**src/rtl/fpu_int_encoder_if.sv**
```systemverilog
// Operand/result handshake bundle between the integer-to-float encoder and its neighbours.
interface fpu_int_encoder_if;
  logic [31:0] int_in;
  logic        in_valid;
  logic        in_ready;
  logic [31:0] data_out;
  logic [3:0]  status_out;
  logic        out_valid;
  logic        out_ready;

  modport slave (
    input  int_in, in_valid, out_ready,
    output in_ready, data_out, status_out, out_valid
  );

  modport master (
    output int_in, in_valid, out_ready,
    input  in_ready, data_out, status_out, out_valid
  );
endinterface

```
**src/rtl/fpu_int_encoder.sv**
```systemverilog
// Iterative 32-bit signed integer -> packed float {sign, exp[9:0], mant[20:0]} encoder.
// Define INT2FP_RNE_EN for round-to-nearest-even; otherwise the mantissa is truncated.
module fpu_int_encoder #(
  parameter int EXP_BIAS = 511,
  parameter int INT_W    = 32
) (
  input  logic              clock_100Khz,
  input  logic              reset,
  fpu_int_encoder_if.slave  bus
);

  // status_t flag positions: OVERFLOW=0, UNDERFLOW=1, EXACT=2, INEXACT=3
  localparam logic [3:0] ST_EXACT   = 4'b0100;
  localparam logic [3:0] ST_INEXACT = 4'b1000;
  localparam logic [9:0] EXP_INIT   = 10'(EXP_BIAS + INT_W - 1);

  typedef enum logic [1:0] {IDLE, NORMALIZE, ROUND, DONE} state_t;

  state_t      state;
  logic        sign_q;
  logic [31:0] mag_q;
  logic [9:0]  exp_q;
  logic [4:0]  shift_cnt;
  logic [31:0] data_q;
  logic [3:0]  status_q;
  logic        out_valid_q;
  logic        in_ready_q;

  logic [31:0] mag_in;
  logic [20:0] mant_t;
  logic        guard, sticky, round_up;
  logic [21:0] mant_sum;

  assign mag_in   = bus.int_in[31] ? (~bus.int_in + 32'd1) : bus.int_in;
  assign mant_t   = mag_q[30:10];
  assign guard    = mag_q[9];
  assign sticky   = |mag_q[8:0];
`ifdef INT2FP_RNE_EN
  assign round_up = guard & (sticky | mant_t[0]);
`else
  assign round_up = 1'b0;
`endif
  // Bit 21 is the mantissa carry-out; the low 21 bits are then already zero.
  assign mant_sum = {1'b0, mant_t} + {21'd0, round_up};

  always_ff @(posedge clock_100Khz) begin
    if (reset) begin
      state       <= IDLE;
      sign_q      <= 1'b0;
      mag_q       <= '0;
      exp_q       <= '0;
      shift_cnt   <= '0;
      data_q      <= '0;
      status_q    <= ST_EXACT;
      out_valid_q <= 1'b0;
      in_ready_q  <= 1'b0;
    end else begin
      case (state)
        IDLE: begin
          in_ready_q <= 1'b1;
          if (bus.in_valid && in_ready_q) begin
            in_ready_q <= 1'b0;
            sign_q     <= bus.int_in[31];
            mag_q      <= mag_in;
            exp_q      <= EXP_INIT;
            shift_cnt  <= '0;
            if (bus.int_in == 32'd0) begin
              data_q      <= '0;
              status_q    <= ST_EXACT;
              out_valid_q <= 1'b1;
              state       <= DONE;
            end else begin
              state <= NORMALIZE;
            end
          end
        end
        NORMALIZE: begin
          if (!mag_q[31]) begin
            mag_q <= mag_q << 1;
            exp_q <= exp_q - 10'd1;
            if (shift_cnt != 5'd31) shift_cnt <= shift_cnt + 5'd1;
          end else begin
            state <= ROUND;
          end
        end
        ROUND: begin
          data_q      <= {sign_q, exp_q + {9'd0, mant_sum[21]}, mant_sum[20:0]};
          status_q    <= (guard | sticky) ? ST_INEXACT : ST_EXACT;
          out_valid_q <= 1'b1;
          state       <= DONE;
        end
        DONE: begin
          if (bus.out_ready) begin
            out_valid_q <= 1'b0;
            in_ready_q  <= 1'b1;
            state       <= IDLE;
          end
        end
        default: state <= IDLE;
      endcase
    end
  end

  assign bus.in_ready   = in_ready_q;
  assign bus.data_out   = data_q;
  assign bus.status_out = status_q;
  assign bus.out_valid  = out_valid_q;

endmodule

```
**src/flat_wrapper.sv**
```systemverilog
// flat-port wrapper written by rule: the top's interface ports become plain ports
module fpu_int_encoder_flat 
#(
  parameter int EXP_BIAS = 511,
  parameter int INT_W    = 32
)
  (clock_100Khz, reset, bus_int_in, bus_in_valid, bus_out_ready, bus_in_ready, bus_data_out, bus_status_out, bus_out_valid);
  fpu_int_encoder_if bus_i ();
  input  logic clock_100Khz;
  input  logic reset;
  input wire logic [$bits(bus_i.int_in)-1:0] bus_int_in;
  input wire logic [$bits(bus_i.in_valid)-1:0] bus_in_valid;
  input wire logic [$bits(bus_i.out_ready)-1:0] bus_out_ready;
  output wire logic [$bits(bus_i.in_ready)-1:0] bus_in_ready;
  output wire logic [$bits(bus_i.data_out)-1:0] bus_data_out;
  output wire logic [$bits(bus_i.status_out)-1:0] bus_status_out;
  output wire logic [$bits(bus_i.out_valid)-1:0] bus_out_valid;
  assign bus_i.int_in = bus_int_in;
  assign bus_i.in_valid = bus_in_valid;
  assign bus_i.out_ready = bus_out_ready;
  assign bus_in_ready = bus_i.in_ready;
  assign bus_data_out = bus_i.data_out;
  assign bus_status_out = bus_i.status_out;
  assign bus_out_valid = bus_i.out_valid;
  fpu_int_encoder #(.EXP_BIAS(EXP_BIAS), .INT_W(INT_W)) u_core (.clock_100Khz(clock_100Khz), .reset(reset), .bus(bus_i));
endmodule
```
**config.mk**
```make
export PLATFORM = sky130hd
export DESIGN_NAME = fpu_int_encoder_flat
export DESIGN_NICKNAME = d
export VERILOG_FILES = /design/src/rtl/fpu_int_encoder_if.sv /design/src/rtl/fpu_int_encoder.sv /design/src/flat_wrapper.sv
export SDC_FILE = /design/constraint.sdc
export NUM_CORES = 1
export LEC_CHECK = 0
export ABC_AREA = 1
export BUFFER_PORTS_ARGS = -buffer_cell sky130_fd_sc_hd__buf_4
export CAP_MARGIN = 20
export CORE_ASPECT_RATIO = 2
export CORE_UTILIZATION = 40
export CTS_CLUSTER_DIAMETER = 40
export DETAILED_ROUTE_END_ITERATION = 16
export PLACE_DENSITY = 0.68
export SYNTH_ARGS = -nofsm -noshare
export SYNTH_HDL_FRONTEND = slang
export SYNTH_SLANG_ARGS = --single-unit
export TNS_END_PERCENT = 100
```
**constraint.sdc**
```tcl
create_clock -name clock_100Khz -period 2.1 [get_ports clock_100Khz]
set_input_delay 0.105 -clock clock_100Khz [delete_from_list [all_inputs] [get_ports clock_100Khz]]
set_output_delay 0.105 -clock clock_100Khz [all_outputs]
set_load 0.02 [all_outputs]
```
# [Word-level counts from Yosys, hierarchy flattened]
# Index checks and enable logic that the tools add are counted.
[classes] n_addsub=2 eq_ne=8 muxes=26 n_bitwise=2 n_reduce_logical=15
[ops] cell="32-bit two-way mux" n=5
[ops] cell="32-bit case mux with 2 select lines" n=2
[ops] cell="32-bit by 1-bit adder with 32-bit output (second input constant)" n=1
[ops] cell="32-bit logical NOT" n=1
[ops] cell="32-bit inverter" n=1
[ops] cell="10-bit two-way mux" n=2
[ops] cell="10-bit case mux with 2 select lines" n=1
[ops] cell="4-bit two-way mux" n=3
[ops] cell="10-bit by 1-bit subtractor with 10-bit output (second input constant)" n=1
[ops] cell="3-bit AND reduction" n=3
[ops] cell="9-bit OR reduction" n=1
[ops] cell="2-bit two-way mux" n=4
[ops] cell="2-bit case mux with 4 select lines" n=1
[ops] cell="4-bit case mux with 2 select lines" n=1
[ops] cell="2-bit by 1-bit inequality test with 1-bit output (second input constant)" n=3
[ops] cell="2-bit AND reduction" n=3
[ops] cell="2-bit nonzero test" n=3
[ops] cell="1-bit two-way mux" n=5
[ops] cell="2-bit equality test (second input constant)" n=2
[ops] cell="2-bit inequality test (second input constant)" n=2
[ops] cell="4-bit AND reduction" n=1
[ops] cell="1-bit case mux with 3 select lines" n=1
[ops] cell="3-bit nonzero test" n=1
[ops] cell="2-bit by 1-bit equality test with 1-bit output (second input constant)" n=1
[ops] cell="4 further kinds" n=4
[word_totals] regBits=83 in_bits=36 output_inout_bits=38 wordCells=62

# [Depth between registers and ports, before layout]
# Gate-level depths: netlist of the first run.
[depth] depth_word=5 mapped_depth=11 ltp_nobuf=10

# [Worst setup path after synthesis of the first run]
# Ideal clock, no wire load.
[synth_path] kind="register -> register" start="reg u_core.state[0]" end="reg u_core.data_q[0] (netlist: u_core.bus.data_out[0])" setup_time_ns=0.143 t_arrival_ns=1.577 required_time_ns=1.957 path_slack_ns=0.380 path_stages_with_launch=10 n_path_buf=1 period_less_slack_ns=1.720 cell_sequence="dfxtp_1 > inv_1 > ha_1 > nand2_1 > inv_1 > nor2_1 > nand2_1 > buf_2 > nand2_1 > a21oi_2"
[synth_via] elab_chain_len=3 elab_cells_between_ends=7 classes_between="eq/ne: 3; mux: 1; reduce/logical: 3"
[synth_lines] item="start: declaration" line="fpu_int_encoder.sv:19" text="state_t state;"
[synth_lines] item="start signal: assignment" line="fpu_int_encoder.sv:48" text="state <= IDLE;"
[synth_lines] item="start signal: assignment" line="fpu_int_encoder.sv:71" text="state <= DONE;"
[synth_lines] item="start signal: assignment" line="fpu_int_encoder.sv:73" text="state <= NORMALIZE;"
[synth_lines] item="2-bit equality test / 2-bit logical NOT (equally long branches)" line="fpu_int_encoder.sv:58" text="case (state)"
[synth_lines] item="2-bit nonzero test (no source line) / 2-bit by 1-bit inequality test with 1-bit output (equally long branches)"
[synth_lines] item="3-bit AND reduction (no source line)"
[synth_lines] item="end signal: assignment" line="fpu_int_encoder.sv:87" text="data_q <= {sign_q, exp_q + {9'd0, mant_sum[21]}, mant_sum[20:0]};"
[synth_lines] item="end: declaration" line="fpu_int_encoder.sv:24" text="logic [31:0] data_q;"
# Parallel ways exist; a longest one is shown, timed or not.
# A chain may end at the register's enable or synchronous reset.

# [Worst setup path in the final report of the first run]
[layout_path] start="reg u_core.state[1]" end="reg u_core.exp_q[2]"
[layout_via] elab_chain_len=3 elab_cells_between_ends=7 classes_between="eq/ne: 3; mux: 1; reduce/logical: 3"
[layout_lines] item="2-bit by 1-bit equality test with 1-bit output / 2-bit logical NOT (equally long branches)"
[layout_lines] item="2-bit inequality test (no source line) (tied with other cells)"
[layout_lines] item="3-bit AND reduction (no source line)"
[layout_lines] item="end signal: assignment" line="fpu_int_encoder.sv:80" text="exp_q <= exp_q - 10'd1;"
[layout_lines] item="end: declaration" line="fpu_int_encoder.sv:22" text="logic [9:0] exp_q;"
# Parallel ways exist; a longest one is shown, timed or not.

==> results of run 1 <==
-- where the power goes --
group	switching [µW]	total (µW)	internal, µW
Combinational	2000	3030	1040
Sequential	248	2090	1840
Clock	624	1660	1040
Total	2870	6790	3920
-- final cells by class --
class                   instances  area [µm²]
fillers                      1283        6160
flip-flops and latches         81        1620
clock inverters                 5        80.1
repair buffers                 88         698
clock buffers                  11         233
multi-input cells             561        2830
inverters                      85         319
well taps                     147         184
-- final timing paths --
kind / start / end / slack [ns] / depth (start not counted)
max: u_core.state[1] / u_core.exp_q[2] / 0.23 / 8
min: bus_int_in[0] / u_core.mag_q[0] / 0.06 / 3
max reg2reg: u_core.state[1] / u_core.exp_q[2] / 0.23 / 8
min reg2reg: u_core.bus.data_out[26] / u_core.bus.data_out[26] / 0.46 / 2
-- metrics by stage --
step / utilization [%] / cells / instance area (µm²)
global route: 49.2 / 978 / 5960
floorplan: - / 770 / 4980
detailed placement: 46.6 / 962 / 5650
finish: 49.2 / 978 / 5960
CTS: 49.2 / 978 / 5960
global placement: 46.6 / 962 / 5650
-- worst register-to-register path, cell delays in order, from the launching register on --
cell	delay, ns
dfxtp_1	0.35
inv_1	0.09
ha_1	0.25
inv_1	0.12
nor2_1	0.18
inv_1	0.08
nor2_2	0.39
inv_1	0.15
a31oi_1	0.19
-- per-layer routing --
metal / GRT usage (%) / vias up / part of all wire (%)
met4: 10.2 / 0 / 3.5
met2: 40.4 / 121 / 53
met1: 25.7 / 2280 / 40
met5: 0 / - / 0
met3: 2.57 / 29 / 3.2
li1: - / 2599 / -
-- registers in the layout, summed over array words and instances, names as in the netlist --
register               flops
u_core.state               2
u_core.bus.out_valid       1
u_core.mag_q              32
u_core.bus.status_out      2
u_core.bus.data_out       32
u_core.sign_q              1
u_core.exp_q              10
u_core.bus.in_ready        1
-- kinds of logic after synthesis --
kind of cell             count (synthesis)  share of synthesized area (%)
adder cells (fa/ha/maj)                  6                           1.51
flip-flops                              81                           32.6
AND/OR/NAND/NOR                        390                           36.1
buffers and inverters                  128                           11.0
AO/OA/AOI/OAI                          161                           18.4
other                                    1                         0.0753
XOR/XNOR                                 2                          0.352
-- cells in the final DEF, fill, tap and decap left out, types with 20 or more instances in the layout --
| cell type | netlist | routed |
|---|---|---|
| a21oi_1 | 79 | 79 |
| a21oi_2 | 20 | 20 |
| buf_4 | 4 | 85 |
| dfxtp_1 | 81 | 81 |
| inv_1 | 83 | 83 |
| nand2_1 | 197 | 197 |
| nand3_1 | 70 | 70 |
| nand3_2 | 29 | 29 |
| nor2_1 | 74 | 73 |
| o21ai_0 | 42 | 42 |
==> reports/metrics.yaml, run 1 <==
finalSetupTns_ns: 0
antenna_cells: 0
slew_headroom_pct: 56.9
grt_pass1_vias: 4777
critical_path.max_stage_delay_ns: 0.39
yosysTopAreaCell: "dfxtp_1"
die_height_um: 160
port-buffer-count: 71
ioPinCount: 74
synthCells: 769
netlist_area_um2: 4980
synth.distinct_cells: 35
start_util_pct: 41.1
worst-setup-path-type: "reg2reg"
worst_path_max_delay_cell: "nor2_2"
routedWlPerCell_um: 13.9
critPathRequiredTime_ns: 2.36
ys_async_sr_fraction_pct: 0
cp_common_cell: "inv_1"
routabilityCongestion: 0.904
synth_top_area_share_pct: 32.6
clkSlewWorstSetupHoldPaths_ns: 0.06
setup-violations-final: 0
cts_buffer_depth: 2
synth_common_cells: "197 x nand2_1, 83 x inv_1, 81 x dfxtp_1"
grt_pass1_wl_um: 23000
drive_above_1_share_pct: 20.0
areaGrowthSynthToFinish_pct: 19.8
h-tree-depth: 3
clk_latency_ns: 0.34
tritoncts: "yes"
cp_max_fo: 9
cts_buffers: 9
drc: 0
avgSynthCellArea_um2: 6.48
cts_resized: 0
antenna_found_initial: 0
synth-main-ff-cell: "dfxtp_1"
vias: 5029
p_leak_uw: 0.00270
nets: 868
slew_viol_final: 0
num_rows: 57
seq_area_frac_synth_pct: 32.6
dr.first_iter.drc_count: 286
end_kind: "register"
drt-total-wl_um: 13600
min_path_type: "in2reg"
powerDensity_nw_per_um2: 1140
crit_path_start_kind: "register"
worst_hold_slack_ns: 0.0576
crit_family: "simple AND/OR/NAND/NOR gates"
status: "complete, no violations"
path_buf_inv: 4
ctsHoldBuffers: 0
synthTopCellsByArea: "dfxtp_1 33%, nand2_1 15%, a21oi_1 7.9%"
fmax_mhz: 534
peakVddDrop_mv: 0.667
rsz0062_at_grt: "no"
drtPass1Iterations: 4
hold_violations: 0
setup_ws_ns: 0.227
cts_root_buf: "clkbuf_16"
worstPathArrival_ns: 2.14
dieArea_um2: 12900
ys_warn_count: 0
core_um2: 12100
period_minus_slack_ns: 1.87
hpwl_um: 9960
worst_slew_pin_slew_ns: 0.647
yosysMostFrequentCell: "nand2_1"
postCtsSetupRepairBufs: 0
fin_skew_ns: 0.00733
pre_cts_ws_ns: 0.234
via_per_inst: 5.14
crit_chain: "inv_1, ha_1, inv_1, nor2_1, inv_1, nor2_2, inv_1, a31oi_1"
min_period_over_period_pct: 89.2
track_usage_pct: 22.5
synth_seq_cells: 81
overflow: 0
grt_max_degree: 49
synth-edff-count: 0
cts_sinks: 81
finalPower_uw: 6790
die_w_um: 80.9
maxCapViolations: 0
detail-route-antenna-nets: 0
(Power assumes the default switching activity.)
==> run 2: changes to the inputs <==
CORE_MARGIN = 2   (was not set)
MAX_ROUTING_LAYER = met4   (was not set)
==> reports/metrics.yaml, run 2 (synthesis results as in run 1) <==
min_period_over_period_pct: 86.6
finalSetupTns_ns: 0
power.net_switching_uw: 2890
powerDensity_nw_per_um2: 1110
final_cells: 978
clkSlewWorstSetupHoldPaths_ns: 0.07
worst-setup-path-type: "reg2reg"
period_minus_slack_ns: 1.82
final_common_cell: "nand2_1"
seqPwrFrac_pct: 31.7
grt_max_degree: 49
tritoncts: "yes"
rsz0062_at_grt: "no"
hold_violations: 0
port-buffer-count: 71
routedWlPerCell_um: 13.8
setup-violations-final: 0
dieArea_um2: 13400
ctsHoldBuffers: 0
vias: 5013
cp_max_fo: 26
cts_sinks: 81
worst_slew_pin_slew_ns: 0.643
grt_pass1_vias: 4782
cts_root_buf: "clkbuf_16"
worstPathArrival_ns: 2.02
cp_common_cell: "inv_1"
end_kind: "register"
dr.first_iter.drc_count: 320
routabilityCongestion: 0.913
hpwl_um: 10000
core_um2: 12100
cp.depth: 9
cts_buffer_depth: 2
cts_buffers: 9
pre_cts_ws_ns: 0.280
path_buf_inv: 3
overflow: 0
start_util_pct: 41.1
nets: 868
maxCapViolations: 0
swShare_pct: 44.0
slew_headroom_pct: 57.2
antenna_found_initial: 0
crit_family: "buffers and inverters"
whs_path_depth: 3
drtPass1Iterations: 4
slew_viol_final: 0
min_path_type: "in2reg"
status: "complete, no violations"
fin_skew_ns: 0.0133
fmax_mhz: 550
detail-route-antenna-nets: 0
setup_ws_ns: 0.281
track_usage_pct: 21.2
dp_cells: 962
via_per_inst: 5.13
num_rows: 57
antenna_cells: 0
drive_above_1_share_pct: 20.1
cts_resized: 0
ff2ff_path_depth: 9
critical_path.max_stage_delay_ns: 0.39
clockPowerShare_pct: 22.4
crit_path_start_kind: "register"
critPathRequiredTime_ns: 2.30
die_height_um: 162
finalCoreUtilization_pct: 48.9
h-tree-depth: 3
power.internal_uw: 3680
clk_latency_ns: 0.34
areaGrowthSynthToFinish_pct: 19.1
peakVddDrop_mv: 0.757
postCtsSetupRepairBufs: 0
ioPinCount: 74
combinationalPowerShare_pct: 45.9
crit_chain: "inv_1, ha_1, inv_1, o21ai_1, nand2_1, buf_4, o21ai_0, a31oi_1, nor2_1"
drc: 0
drt-total-wl_um: 13500
grt_pass1_wl_um: 22700
fill_cells: 1272
die_w_um: 82.9
p_leak_uw: 0.00269
final_cell_mix: "197 x nand2_1, 85 x buf_4, 83 x inv_1"
worst_path_max_delay_cell: "dfxtp_1"
## run 2: changes by cell type in the layout (fill, tap and decap cells not counted), sizes merged
cell      change
clkbuf        -1
bufinv        -2
inv           +2
clkinv        +2
clkinvlp      -1
## run 2: worst min-delay path, delay by kind of cell
| family | cells | cell delay [ns] |
|---|---|---|
| simple gates | 1 | 0.08 |
| compound gates | 1 | 0.06 |
| buf+inv | 1 | 0.11 |
## run 2: final timing paths
check                                from                 endpoint  slack [ns]
setup / recovery          u_core.state[0]         u_core.mag_q[11]        0.28
hold / removal              bus_int_in[0]          u_core.mag_q[0]        0.05
setup reg to reg          u_core.state[0]         u_core.mag_q[11]        0.28
hold reg to reg   u_core.bus.data_out[27]  u_core.bus.data_out[27]        0.46
## run 2: power by group through the flow
stage | sequential, µW | combinational [µW] | clock (µW)
global route | 2130 | 3380 | 1560
detailed placement | 2110 | 3020 | 0
CTS | 2080 | 3040 | 1500
floorplan | 2090 | 2210 | 0
finish | 2090 | 3020 | 1470
global placement | 2110 | 2980 | 0
## run 2: routing by layer
metal  vias to the layer above  routed length [µm]  share of wire, %  global-route usage (%)
li1                       2604                   -                 -                       -
met1                      2269                5440                40                    22.3
met2                       116                7240                54                    39.0
met3                        24                 412               3.0                    2.39
met4                         0                 423               3.1                    9.84
met5                         -                   0                 0                       -
## run 2: layout make-up
cell class	instances	area [µm²]	share of cell area [%]
multi-input cells	561	2830	47.7
flip-flops and latches	81	1620	27.3
repair buffers	88	698	11.8
inverters	85	319	5.38
clock buffers	10	229	3.86
well taps	147	184	3.10
clock inverters	6	51.3	0.865
## run 2: per-stage QoR
| stage | hold WS [ns] | instance area (µm²) | power [µW] |
|---|---|---|---|
| after floorplan | 0.248 | 4980 | 4300 |
| after global placement | 0.397 | 5650 | 5090 |
| after detailed placement | 0.407 | 5650 | 5140 |
| after CTS | 0.0474 | 5930 | 6620 |
| after global routing | 0.0806 | 5930 | 7070 |
| final | 0.0532 | 5930 | 6580 |
==> run 3: changes to the inputs <==
ABC_AREA = not set   (was 1)
PLACE_DENSITY = 0.69   (was 0.68)
==> reports/metrics.yaml, run 3 <==
status: "complete, no violations"
finalCoreUtilization_pct: 55.8
finalInstanceArea_um2: 5630
drc: 0
final_cell_mix: "137 x buf_4, 81 x dfxtp_1, 33 x a21oi_1, 33 x a22o_1, 31 x nor2_1"
antenna_cells: 0
setup-violations-final: 0
clkSlewWorstSetupHoldPaths_ns: 0.06
crit_chain: "inv_1, ha_4, nor2_1, buf_4, a211oi_4, buf_4, buf_6, nor2_1, a2111oi_1"
synthTopCellsByArea: "dfxtp_1 40%, a22o_1 7.0%, xor2_1 4.1%"
overflow: 0
seq_area_frac_synth_pct: 39.5
synth-compound-area-share_pct: 27.0
cts_sinks: 81
placed_cell_area_um2: 5260
synth_common_cells: "81 x dfxtp_1, 33 x a21oi_1, 33 x a22o_1"
drt-total-wl_um: 11500
worstPathArrival_ns: 2.22
synthCells: 472
hpwl_um: 8580
yosysTopAreaCell: "dfxtp_1"
cts_buffer_depth: 2
final_common_cell: "buf_4"
grt_pass1_wl_um: 18700
fin_skew_ns: 0.00676
tritoncts: "yes"
synth_seq_cells: 81
routedWlPerCell_um: 15.9
cts_buffers: 9
start_util_pct: 40.7
clockPowerShare_pct: 22.8
port-buffer-count: 71
synth-edff-count: 0
clk_latency_ns: 0.34
nets: 623
period_minus_slack_ns: 2.00
powerDensity_nw_per_um2: 1220
synth-adder-area-share_pct: 1.83
synth_top_family_by_area: "compound AO/OA/AOI/OAI gates"
synth-xor-area-share_pct: 5.76
via_per_inst: 5.63
swShare_pct: 38.5
pre_cts_ws_ns: -0.220
path_buf_inv: 4
power.net_switching_uw: 2650
dr.first_iter.drc_count: 256
dieArea_um2: 11100
die_height_um: 147
critPathRequiredTime_ns: 2.32
slew_headroom_pct: 60.2
final_cells: 721
routabilityCongestion: 0.884
cts_root_buf: "clkbuf_16"
min_period_over_period_pct: 95.5
power.internal_uw: 4230
vias: 4057
grt_max_degree: 42
critical_path.max_stage_delay_ns: 0.34
antenna_found_initial: 0
min_path_type: "in2reg"
die_w_um: 75.6
hold_violations: 0
peakVddDrop_mv: 0.614
combinationalPowerShare_pct: 44.2
drive_above_1_share_pct: 31.1
ys_async_sr_fraction_pct: 0
grt_pass1_vias: 3817
ioPinCount: 74
avgSynthCellArea_um2: 8.70
drtPass1Iterations: 5
maxCapViolations: 0
ys_warn_count: 0
synth_simple_gate_area_share_pct: 18.1
p_leak_uw: 0.00231
worst-setup-path-type: "reg2reg"
areaGrowthSynthToFinish_pct: 37.1
detail-route-antenna-nets: 0
num_rows: 52
crit_path_start_kind: "register"
seqPwrFrac_pct: 33.0
finalSetupTns_ns: 0
ctsHoldBuffers: 0
end_kind: "register"
synthMuxAreaShare_pct: 1.22
setup_ws_ns: 0.0955
yosysMostFrequentCell: "dfxtp_1"
track_usage_pct: 22.1
cp_max_fo: 21
h-tree-depth: 3
worst_path_max_delay_cell: "dfxtp_1"
dp_cells: 703
synth.distinct_cells: 57
synth_top_area_share_pct: 39.5
netlist_area_um2: 4110
worst_slew_pin_slew_ns: 0.592
fill_cells: 929
crit_family: "buffers and inverters"
core_um2: 10100
slew_viol_final: 0
synth-main-ff-cell: "dfxtp_1"
fmax_mhz: 499
-- run 3: changes by cell type in the layout (fill, tap and decap cells not counted), sizes merged, moves of 8 or more --
| cell | change |
|---|---|
| nand2 | -176 |
| nand3 | -92 |
| inv | -73 |
| a21oi | -66 |
| buf | +53 |
| nor2 | -49 |
| a22o | +33 |
| o21ai | -25 |
| xor2 | +19 |
| nor3 | +18 |
| or4 | +11 |
| nor4 | +10 |
| o41ai | +10 |
| o211ai | +8 |
-- run 3: worst reg2reg max path: stages, from the launching register on --
cell and delay [ns]:
dfxtp_1 0.34, inv_1 0.15, ha_4 0.19, nor2_1 0.08
buf_4 0.15, a211oi_4 0.23, buf_4 0.18, buf_6 0.19
nor2_1 0.06, a2111oi_1 0.32
-- run 3: timing repair --
| item | in CTS | in global routing |
|---|---|---|
| setup endpoints to repair | 4 | 23 |
| buffers inserted | 0 | 2 |
| resized for setup | 2 | 10 |
| pin swaps | 1 | 1 |
-- run 3: per-layer routing --
layer / global-route usage (%) / vias to the layer above / routed length, µm
met5: - / - / 0
met4: 8.86 / 0 / 263
met3: 3.57 / 20 / 519
met2: 36.3 / 124 / 6080
met1: 26.3 / 1924 / 4630
li1: - / 1989 / -
-- run 3: final cells by class --
type / instances / area [µm²] / area share [%]
multi-input cells: 334 / 2370 / 42.2
flip-flops and latches: 81 / 1620 / 28.8
repair buffers: 141 / 1100 / 19.5
clock buffers: 11 / 243 / 4.31
well taps: 135 / 169 / 3.00
inverters: 14 / 67.6 / 1.20
clock inverters: 5 / 55.1 / 0.978
-- run 3: cells by family (layout without fill, tap and decap cells) --
| kind of cell | after synthesis | in the layout |
|---|---|---|
| other | 1 | 2 |
| DFF | 81 | 81 |
| AOI/OAI and AO/OA | 156 | 156 |
| xor gates and xnor gates | 27 | 27 |
| muxes | 5 | 5 |
| buffers and inverters | 58 | 171 |
| and+or+nand+nor | 138 | 138 |
| adders and majority gates | 6 | 6 |
-- run 3: worst paths after layout --
kind,end,slack [ns],startpoint,cells past startpoint
max,u_core.mag_q[19],0.1,u_core.state[1],9
min,u_core.mag_q[16],0.11,bus_int_in[16],3
min reg2reg,u_core.mag_q[12],0.47,u_core.mag_q[12],2
max reg2reg,u_core.mag_q[19],0.1,u_core.state[1],9
-- run 3: metrics by stage --
| step | hold WS [ns] | total power [µW] |
|---|---|---|
| after floorplan | 0.196 | 4100 |
| after global routing | 0.137 | 7310 |
| after global placement | 0.439 | 5050 |
| after detailed placement | 0.455 | 5140 |
| final | 0.112 | 6880 |
| after CTS | 0.104 | 6750 |
-- run 3: power groups by stage --
| stage | sequential, µW | combinational, µW | clock (µW) |
|---|---|---|---|
| floorplan | 2240 | 1860 | 0 |
| global placement | 2270 | 2770 | 0 |
| detailed placement | 2290 | 2850 | 0 |
| CTS | 2260 | 2900 | 1600 |
| global route | 2310 | 3340 | 1660 |
| finish | 2270 | 3040 | 1570 |
